## src/rtl/fft_bfu_pipe.sv

```systemverilog
// Radix-2 DIT butterfly, three register stages with valid/ready flow control.
// aout = a + w*b, bout = a - w*b on packed {re,im} words; saturating, optional /2 scaling.
module fft_bfu_pipe #(
    parameter int BIT_WIDTH = 16,
    parameter int TW_WIDTH  = 16,
    parameter int TAG_WIDTH = 11
) (
    input  logic                   clk,
    input  logic                   reset_n,
    input  logic                   in_valid,
    output logic                   in_ready,
    input  logic [2*BIT_WIDTH-1:0] a,
    input  logic [2*BIT_WIDTH-1:0] b,
    input  logic [2*TW_WIDTH-1:0]  twiddle,
    input  logic                   scale,
    input  logic [TAG_WIDTH-1:0]   tag_in,
    output logic                   out_valid,
    input  logic                   out_ready,
    output logic [2*BIT_WIDTH-1:0] aout,
    output logic [2*BIT_WIDTH-1:0] bout,
    output logic [TAG_WIDTH-1:0]   tag_out,
    output logic                   ovf,
    input  logic                   ovf_clr
);

    localparam int PW = BIT_WIDTH + TW_WIDTH;   // full product width
    localparam int GW = PW + 1;                 // product sum with guard bit
    localparam int TT = BIT_WIDTH + 2;          // rounded twiddle product
    localparam int SW = BIT_WIDTH + 3;          // butterfly sum width

    localparam logic [GW-1:0] RND =
        {{(GW-TW_WIDTH+1){1'b0}}, 1'b1, {(TW_WIDTH-2){1'b0}}};
    localparam logic signed [SW-1:0] ONE_S = {{(SW-1){1'b0}}, 1'b1};
    localparam logic signed [SW-1:0] MAX_S =
        {{(SW-BIT_WIDTH+1){1'b0}}, {(BIT_WIDTH-1){1'b1}}};
    localparam logic signed [SW-1:0] MIN_S =
        {{(SW-BIT_WIDTH+1){1'b1}}, {(BIT_WIDTH-1){1'b0}}};

    logic adv;

    assign adv      = ~out_valid | out_ready;
    assign in_ready = adv;

    // Stage 1: operands sign-extended so w = -1 and b = -full-scale multiply exactly
    logic signed [PW-1:0] b_re_x, b_im_x, w_re_x, w_im_x;
    logic signed [PW-1:0] m_rr, m_ii, m_ri, m_ir;

    assign b_re_x = {{TW_WIDTH{b[2*BIT_WIDTH-1]}}, b[2*BIT_WIDTH-1:BIT_WIDTH]};
    assign b_im_x = {{TW_WIDTH{b[BIT_WIDTH-1]}}, b[BIT_WIDTH-1:0]};
    assign w_re_x = {{BIT_WIDTH{twiddle[2*TW_WIDTH-1]}}, twiddle[2*TW_WIDTH-1:TW_WIDTH]};
    assign w_im_x = {{BIT_WIDTH{twiddle[TW_WIDTH-1]}}, twiddle[TW_WIDTH-1:0]};

    assign m_rr = b_re_x * w_re_x;
    assign m_ii = b_im_x * w_im_x;
    assign m_ri = b_re_x * w_im_x;
    assign m_ir = b_im_x * w_re_x;

    logic                   s1_valid;
    logic [2*BIT_WIDTH-1:0] s1_a;
    logic                   s1_scale;
    logic [TAG_WIDTH-1:0]   s1_tag;
    logic signed [PW-1:0]   s1_rr, s1_ii, s1_ri, s1_ir;

    always_ff @(posedge clk or negedge reset_n) begin
        if (!reset_n) begin
            s1_valid <= 1'b0;
            s1_a     <= '0;
            s1_scale <= 1'b0;
            s1_tag   <= '0;
            s1_rr    <= '0;
            s1_ii    <= '0;
            s1_ri    <= '0;
            s1_ir    <= '0;
        end else if (adv) begin
            s1_valid <= in_valid;
            s1_a     <= a;
            s1_scale <= scale;
            s1_tag   <= tag_in;
            s1_rr    <= m_rr;
            s1_ii    <= m_ii;
            s1_ri    <= m_ri;
            s1_ir    <= m_ir;
        end
    end

    // Stage 2: complex product, round half-up, drop the Q1.(TW_WIDTH-1) fraction
    logic signed [GW-1:0] p_re, p_im, r_re, r_im;
    logic signed [TT-1:0] t_re_n, t_im_n;

    assign p_re   = {s1_rr[PW-1], s1_rr} - {s1_ii[PW-1], s1_ii};
    assign p_im   = {s1_ri[PW-1], s1_ri} + {s1_ir[PW-1], s1_ir};
    assign r_re   = p_re + RND;
    assign r_im   = p_im + RND;
    assign t_re_n = TT'(r_re >>> (TW_WIDTH-1));
    assign t_im_n = TT'(r_im >>> (TW_WIDTH-1));

    logic                   s2_valid;
    logic [2*BIT_WIDTH-1:0] s2_a;
    logic                   s2_scale;
    logic [TAG_WIDTH-1:0]   s2_tag;
    logic signed [TT-1:0]   s2_t_re, s2_t_im;

    always_ff @(posedge clk or negedge reset_n) begin
        if (!reset_n) begin
            s2_valid <= 1'b0;
            s2_a     <= '0;
            s2_scale <= 1'b0;
            s2_tag   <= '0;
            s2_t_re  <= '0;
            s2_t_im  <= '0;
        end else if (adv) begin
            s2_valid <= s1_valid;
            s2_a     <= s1_a;
            s2_scale <= s1_scale;
            s2_tag   <= s1_tag;
            s2_t_re  <= t_re_n;
            s2_t_im  <= t_im_n;
        end
    end

    // Stage 3: add/subtract, optional rounded halving, clamp; MSB of result flags saturation
    function automatic logic [BIT_WIDTH:0] scale_sat(input logic signed [SW-1:0] x,
                                                     input logic scl);
        logic signed [SW-1:0] inc;
        logic signed [SW-1:0] y;
        logic [BIT_WIDTH:0]   res;
        inc = x + ONE_S;
        y   = scl ? (inc >>> 1) : x;
        if (y > MAX_S)
            res = {1'b1, BIT_WIDTH'(MAX_S)};
        else if (y < MIN_S)
            res = {1'b1, BIT_WIDTH'(MIN_S)};
        else
            res = {1'b0, BIT_WIDTH'(y)};
        return res;
    endfunction

    logic signed [SW-1:0] a_re_x, a_im_x, t_re_x, t_im_x;
    logic signed [SW-1:0] sum_re, sum_im, dif_re, dif_im;
    logic [BIT_WIDTH:0]   q_sre, q_sim, q_dre, q_dim;
    logic                 sat_any;

    assign a_re_x = {{(SW-BIT_WIDTH){s2_a[2*BIT_WIDTH-1]}}, s2_a[2*BIT_WIDTH-1:BIT_WIDTH]};
    assign a_im_x = {{(SW-BIT_WIDTH){s2_a[BIT_WIDTH-1]}}, s2_a[BIT_WIDTH-1:0]};
    assign t_re_x = {s2_t_re[TT-1], s2_t_re};
    assign t_im_x = {s2_t_im[TT-1], s2_t_im};

    assign sum_re = a_re_x + t_re_x;
    assign sum_im = a_im_x + t_im_x;
    assign dif_re = a_re_x - t_re_x;
    assign dif_im = a_im_x - t_im_x;

    assign q_sre = scale_sat(sum_re, s2_scale);
    assign q_sim = scale_sat(sum_im, s2_scale);
    assign q_dre = scale_sat(dif_re, s2_scale);
    assign q_dim = scale_sat(dif_im, s2_scale);

    assign sat_any = q_sre[BIT_WIDTH] | q_sim[BIT_WIDTH] | q_dre[BIT_WIDTH] | q_dim[BIT_WIDTH];

    always_ff @(posedge clk or negedge reset_n) begin
        if (!reset_n) begin
            out_valid <= 1'b0;
            aout      <= '0;
            bout      <= '0;
            tag_out   <= '0;
        end else if (adv) begin
            out_valid <= s2_valid;
            aout      <= {q_sre[BIT_WIDTH-1:0], q_sim[BIT_WIDTH-1:0]};
            bout      <= {q_dre[BIT_WIDTH-1:0], q_dim[BIT_WIDTH-1:0]};
            tag_out   <= s2_tag;
        end
    end

    // Set only when a real word enters the output stage; clear wins a same-cycle set
    always_ff @(posedge clk or negedge reset_n) begin
        if (!reset_n)
            ovf <= 1'b0;
        else if (ovf_clr)
            ovf <= 1'b0;
        else if (adv && s2_valid && sat_any)
            ovf <= 1'b1;
    end

endmodule

```

## config.mk

```make
export PLATFORM = sky130hd
export DESIGN_NAME = fft_bfu_pipe
export DESIGN_NICKNAME = d
export VERILOG_FILES = /design/src/rtl/fft_bfu_pipe.sv
export SDC_FILE = /design/constraint.sdc
export NUM_CORES = 2
export LEC_CHECK = 0
export BUFFER_PORTS_ARGS = -buffer_cell sky130_fd_sc_hd__buf_4
export CAP_MARGIN = 20
export CORE_ASPECT_RATIO = 1.2
export CORE_MARGIN = 2
export CORE_UTILIZATION = 25
export DETAILED_ROUTE_END_ITERATION = 10
export MAX_ROUTING_LAYER = met4
export PLACE_DENSITY_LB_ADDON = 0.1
export SETUP_SLACK_MARGIN = 0.5
export SLEW_MARGIN = 15
export SYNTH_ARGS = -nofsm -noshare
export SYNTH_HDL_FRONTEND = slang
export SYNTH_SLANG_ARGS = --single-unit
```

## constraint.sdc

```tcl
create_clock -name clk -period 6.18 [get_ports clk]
set_input_delay 1.236 -clock clk [delete_from_list [all_inputs] [get_ports clk]]
set_output_delay 1.236 -clock clk [all_outputs]
set_load 0.05 [all_outputs]
```

# ---- Word-level counts from Yosys, hierarchy flattened
# Index checks and enable logic that the tools add are counted.
dict set report totals {
  ff_bits 331
  input_bits 113
  word_cells 65
}
dict set report classes {
  add_sub_neg 12
  n_mul 4
  n_lt_le_gt_ge 8
  mux 14
  bitwise 5
  n_reduce_logical 3
}
# cell count
set op_table {}
lappend op_table {{17-bit two-way mux} 8}
lappend op_table {{16-bit by 16-bit multiplier with 32-bit output} 4}
lappend op_table {{19-bit by 2-bit adder with 19-bit output, second input constant} 4}
lappend op_table {{19-bit by 16-bit greater-than comparator with 1-bit output, second input constant} 4}
lappend op_table {{19-bit by 16-bit less-than comparator with 1-bit output, second input constant} 4}
lappend op_table {{19-bit two-way mux} 4}
lappend op_table {{33-bit by 15-bit adder with 33-bit output, second input constant} 2}
lappend op_table {{16-bit by 18-bit adder with 19-bit output} 2}
lappend op_table {{16-bit by 18-bit subtractor with 19-bit output} 2}
lappend op_table {{32-bit by 32-bit adder with 33-bit output} 1}
lappend op_table {{32-bit by 32-bit subtractor with 33-bit output} 1}
lappend op_table {{1-bit OR} 4}
lappend op_table {{1-bit logical AND} 2}
lappend op_table {{1-bit two-way mux} 2}
lappend op_table {{2-bit nonzero test} 1}
lappend op_table {{1-bit inverter} 1}

# ---- Depth between registers and ports, before layout
dict set report depth {
  ltp_word 12
  ltp_mapped 29
}

# ---- Worst setup path after synthesis
# No wires, ideal clock.
dict set report synth_path {
  kind {in2reg}
  start {input port twiddle[17]}
  end {register s1_rr[31]}
  t_arrival_ps 7264
  t_required_ps 6043
  path_slack_ps -1221
  stages 26
  path_buffers 1
  cell_sequence {clkbuf_1 -> nand2_1 -> fa_1 -> inv_1 -> fa_1 -> inv_1 -> fa_1 -> inv_1 -> fa_1 -> inv_1 -> fa_1 -> inv_1 -> fa_1 -> ha_1 -> a21o_1 -> a21o_1 -> a21oi_1 -> o21ai_0 -> a41oi_1 -> or3_1 -> a31oi_1 -> a41o_1 -> or4_1 -> a31oi_1 -> xnor2_1 -> a21oi_1}
}
dict set report synth_between {
  elab_chain_cells 1
}
# element line_no
set synth_rtl {}
lappend synth_rtl {{start, declared} 14} ;# input logic [2*TW_WIDTH-1:0] twiddle,
lappend synth_rtl {{16-bit by 16-bit multiplier with 32-bit output} 53} ;# assign m_rr = b_re_x * w_re_x;
lappend synth_rtl {{end signal, assigned} 79} ;# s1_rr <= m_rr;
lappend synth_rtl {{end, declared} 62} ;# logic signed [PW-1:0] s1_rr, s1_ii, s1_ri, s1_ir;
# Every way passes these cells.
# A chain may end at the register's enable or synchronous reset.

# ---- Worst setup path in the final report
dict set report layout_path {
  start {input port twiddle[26]}
  end {register s1_ir[31]}
}
dict set report layout_between {
  elab_chain_cells 1
}
# element line_no
set layout_rtl {}
lappend layout_rtl {{16-bit by 16-bit multiplier with 32-bit output} 56} ;# assign m_ir = b_im_x * w_re_x;
lappend layout_rtl {{end signal, assigned} 82} ;# s1_ir <= m_ir;
lappend layout_rtl {{end, declared} 62}
# Every way passes these cells.

==> results.sh <==
export IMPL_timing_setup_tns_ns=-10.65
export IMPL_setup_worst_path_start="twiddle[26]"
export IMPL_start_util_pct=25.1
export IMPL_first_iter_violations=1912
export IMPL_timing_slew_headroom_pct=36.2
export IMPL_fin_nets=9402
export IMPL_startpoint_of_the_worst_hold_path="tag_out[10]"
export IMPL_tritoncts="built"
export IMPL_cp_slowest_stage_delay_ns=0.56
export IMPL_worst_ep_arrival_time_ns=7.17
export IMPL_dpl_hpwl_mm=173
export IMPL_start_kind="primary input"
export IMPL_end_kind="register"
export IMPL_ys_ff_latch=331
export IMPL_ys_warn_count=0
export IMPL_timing_critical_path_required_ns=6.71
export IMPL_final_count_of_negative_setup_slack_endpoints=47
export IMPL_fin_hold_ws_ns=0.464
export IMPL_total_die_area_um2=245000
export IMPL_grt_first_pass_wirelength_mm=321
export IMPL_netlist_area_um2=60300
export IMPL_worstSkewPairLatency_ns=0.68
export IMPL_die_width_um=452
export IMPL_critical_path_max_fanout=5
export IMPL_num_io_pins=191
export IMPL_maxCapViolCount=0
export IMPL_post_route_cell_area_um2=78100
export IMPL_synth_yosys_seq_area_share_pct=13.7
export IMPL_fmaxAchievable_mhz=151
export IMPL_worst_clock_skew_ns=0.0542
export IMPL_synth_top_family_by_area="adder cells"
export IMPL_flow_area_growth_from_synthesis_pct=29.4
export IMPL_layout_commonest_cell="sky130_fd_sc_hd__inv_1"
export IMPL_ant_nets=0
export IMPL_clkTransAtPathRegs_ns=0.06
export IMPL_synthFlopType="sky130_fd_sc_hd__dfrtp_1"
export IMPL_grt_antenna_before_repair=21
export IMPL_finalMaxSlewViolations=0
export IMPL_min_period_over_period_pct=108
export IMPL_cts_sinks=331
export IMPL_cp_num_buf_inv=9
export IMPL_rsz_0062_raised_after_global_routing="true"
export IMPL_synth_area_mux_share_pct=0.207
export IMPL_netlist_cell_type_count=89
export IMPL_synth_area_per_cell_um2=8.77
export IMPL_root_buffer="sky130_fd_sc_hd__clkbuf_16"
export IMPL_gp_congestion=0.840
export IMPL_synth_xor_xnor_area_share_pct=3.32
export IMPL_postCtsHoldBufs=0
export IMPL_criticalPathCategory="primary input to register"
export IMPL_die_height_um=542
export IMPL_area_after_dpl_um2=71400
export IMPL_violations_in_the_final_reports="negative setup slack"
export IMPL_critical_path_reg2reg_startpoint="s2_t_im[0]"
export IMPL_place_worst_setup_slack_ns=-1.67
export IMPL_synth_fa_ha_area_share_pct=45.8
export IMPL_drt_pass1_iterations=5
export IMPL_totalWireLength_mm=211
export IMPL_critical_path_most_common_cell="sky130_fd_sc_hd__fa_1"
export IMPL_synth_enable_flop_cells=0
export IMPL_synthesized_net_count=8575
export IMPL_worst_slew_pin_transition_ns=0.958
export IMPL_placementRows=197
export IMPL_overflow=0
export IMPL_tritoncts_num_buffers=45
export IMPL_routed_via_count=48000
export IMPL_placement_io_buffers=190
export IMPL_hold_violation_count_in_the_final_report=0
export IMPL_yosys_area_share_simple_pct=17.2
export IMPL_vias_per_cell=4.39
export IMPL_holdCritPathClass="register to register"
export IMPL_design_core_area_um2=240000
export IMPL_syn_inst=6884
export IMPL_family_of_cells_with_the_greatest_summed_delay_on_the_critical_path="adder cells"
export IMPL_routedWlPerCell_um=19.3
export IMPL_post_route_min_period_ns=6.64
export IMPL_cts_root_to_sink_buffers=3
export IMPL_grt_pass1_vias=51500
export IMPL_drcViolationCount=0
export IMPL_top_library_cells_by_usage_in_the_layout_fill_and_taps_aside="1223 x sky130_fd_sc_hd__inv_1, 1006 x sky130_fd_sc_hd__nand2_1, 1000 x sky130_fd_sc_hd__fa_1"
export IMPL_finalWorstSetupSlack_ns=-0.464
export IMPL_critPathSlowestCell="sky130_fd_sc_hd__fa_1"
export IMPL_synth_compound_area_share_pct=9.42
export IMPL_status="finished with violations"
export IMPL_post_synth_arst_share_pct=100
export IMPL_largest_net_degree_at_the_start_of_global_routing=174
export IMPL_gr_usage_all_layers_pct=17.7
export IMPL_h_tree_level_count=2
export IMPL_drive_above_1_share_pct=22.7
-- synth_stat cells (all sizes together) (22+ instances only) --
cell type  instances  share of area, %
nand2           1059               6.6
xnor2            142               2.1
nor2b             29              0.30
o21ai            161               1.3
a31oi             30              0.32
inv             1323               8.2
nor3              68              0.57
a21o              76              0.95
nand3             61              0.51
fa              1052                35
or3               34              0.36
o21a              37              0.46
a21oi            293               2.4
nor2             289               1.8
a211oi            38              0.48
o31ai             39              0.49
or2               25              0.26
nand2b            85              0.88
o211ai            26              0.32
and2             444               4.6
dfrtp            331                14
xor2              87               1.3
ha               526                11
clkbuf           306               1.9
and3              27              0.28
o21bai            22              0.27
-- stage by stage --
step | cells | utilization, %
2_1_floorplan | 6884 | -
5_1_grt | 10900 | 32.5
4_1_cts | 10900 | 31.9
3_3_place_gp | 10600 | 29.8
6_report | 10900 | 32.5
3_5_place_dp | 10600 | 29.8
-- cells by family after synthesis --
| family | after synthesis |
|---|---|
| compound gates | 880 |
| xor+xnor | 229 |
| fa+ha+maj | 1578 |
| buf+inv | 1647 |
| flops | 331 |
| mux | 12 |
| simple gates | 2207 |
-- area by class of cell --
type / count / area, um2
Clock inverter: 24 / 412
Inverter: 1326 / 5000
Fill cell: 25300 / 162000
Antenna cell: 11 / 27.5
Clock buffer: 59 / 1250
Multi-Input combinational cell: 4906 / 48500
Sequential cell: 331 / 8280
Tap cell: 3184 / 3980
Timing Repair Buffer: 1101 / 10700
-- state kept, by name, indices dropped and copies added, names as in the netlist --
signal and flops:
s1_ii 32, s2_valid 1, s1_valid 1, tag_out 11
aout 32, s1_rr 32, s2_scale 1, s2_t_re 18
s2_t_im 18, ovf 1, s2_tag 11, bout 32
s1_ri 32, out_valid 1, s1_tag 11, s1_ir 32
s2_a 32, s1_a 32, s1_scale 1
-- routing by layer --
layer	part of all wire, %	wire length [um]	global-route usage, %
met5	0	0	-
met4	2.7	5760	4.53
met3	2.8	5930	1.68
met2	49	103000	29.8
met1	45	95900	22.7
-- worst reg2reg max path: cells and delay by family (launching register included) --
kind | cells | cell delay (ns)
fa+ha+maj | 2 | 0.64
compound gates | 5 | 1.62
mux | 1 | 0.24
simple gates | 7 | 2.12
flops | 1 | 0.47
buf+inv | 1 | 0.06
-- worst paths after layout --
| kind | end | slack [ns] | depth (start not counted) |
|---|---|---|---|
| worst max register to register | ovf | 0.92 | 16 |
| max in group asynchronous | s2_scale | 4.41 | 2 |
| worst min register to register | tag_out[10] | 0.46 | 2 |
| worst max-delay path | s1_ir[31] | -0.46 | 25 |
| worst min-delay path | tag_out[10] | 0.46 | 2 |
| min in group asynchronous | tag_out[7] | 0.62 | 1 |
-- timing repair --
| item | 4_1_cts | 5_1_grt |
|---|---|---|
| buffers inserted | 135 | 56 |
| pin swaps | 247 | 247 |
| resized for setup | 458 | 297 |
| gates cloned | 8 | 2 |
| setup endpoints to repair | 79 | 83 |
| hold endpoints to repair | 0 | 0 |
Power is not shown: default switching activity piles up to over one toggle a cycle in this logic, so the estimate is an artifact.
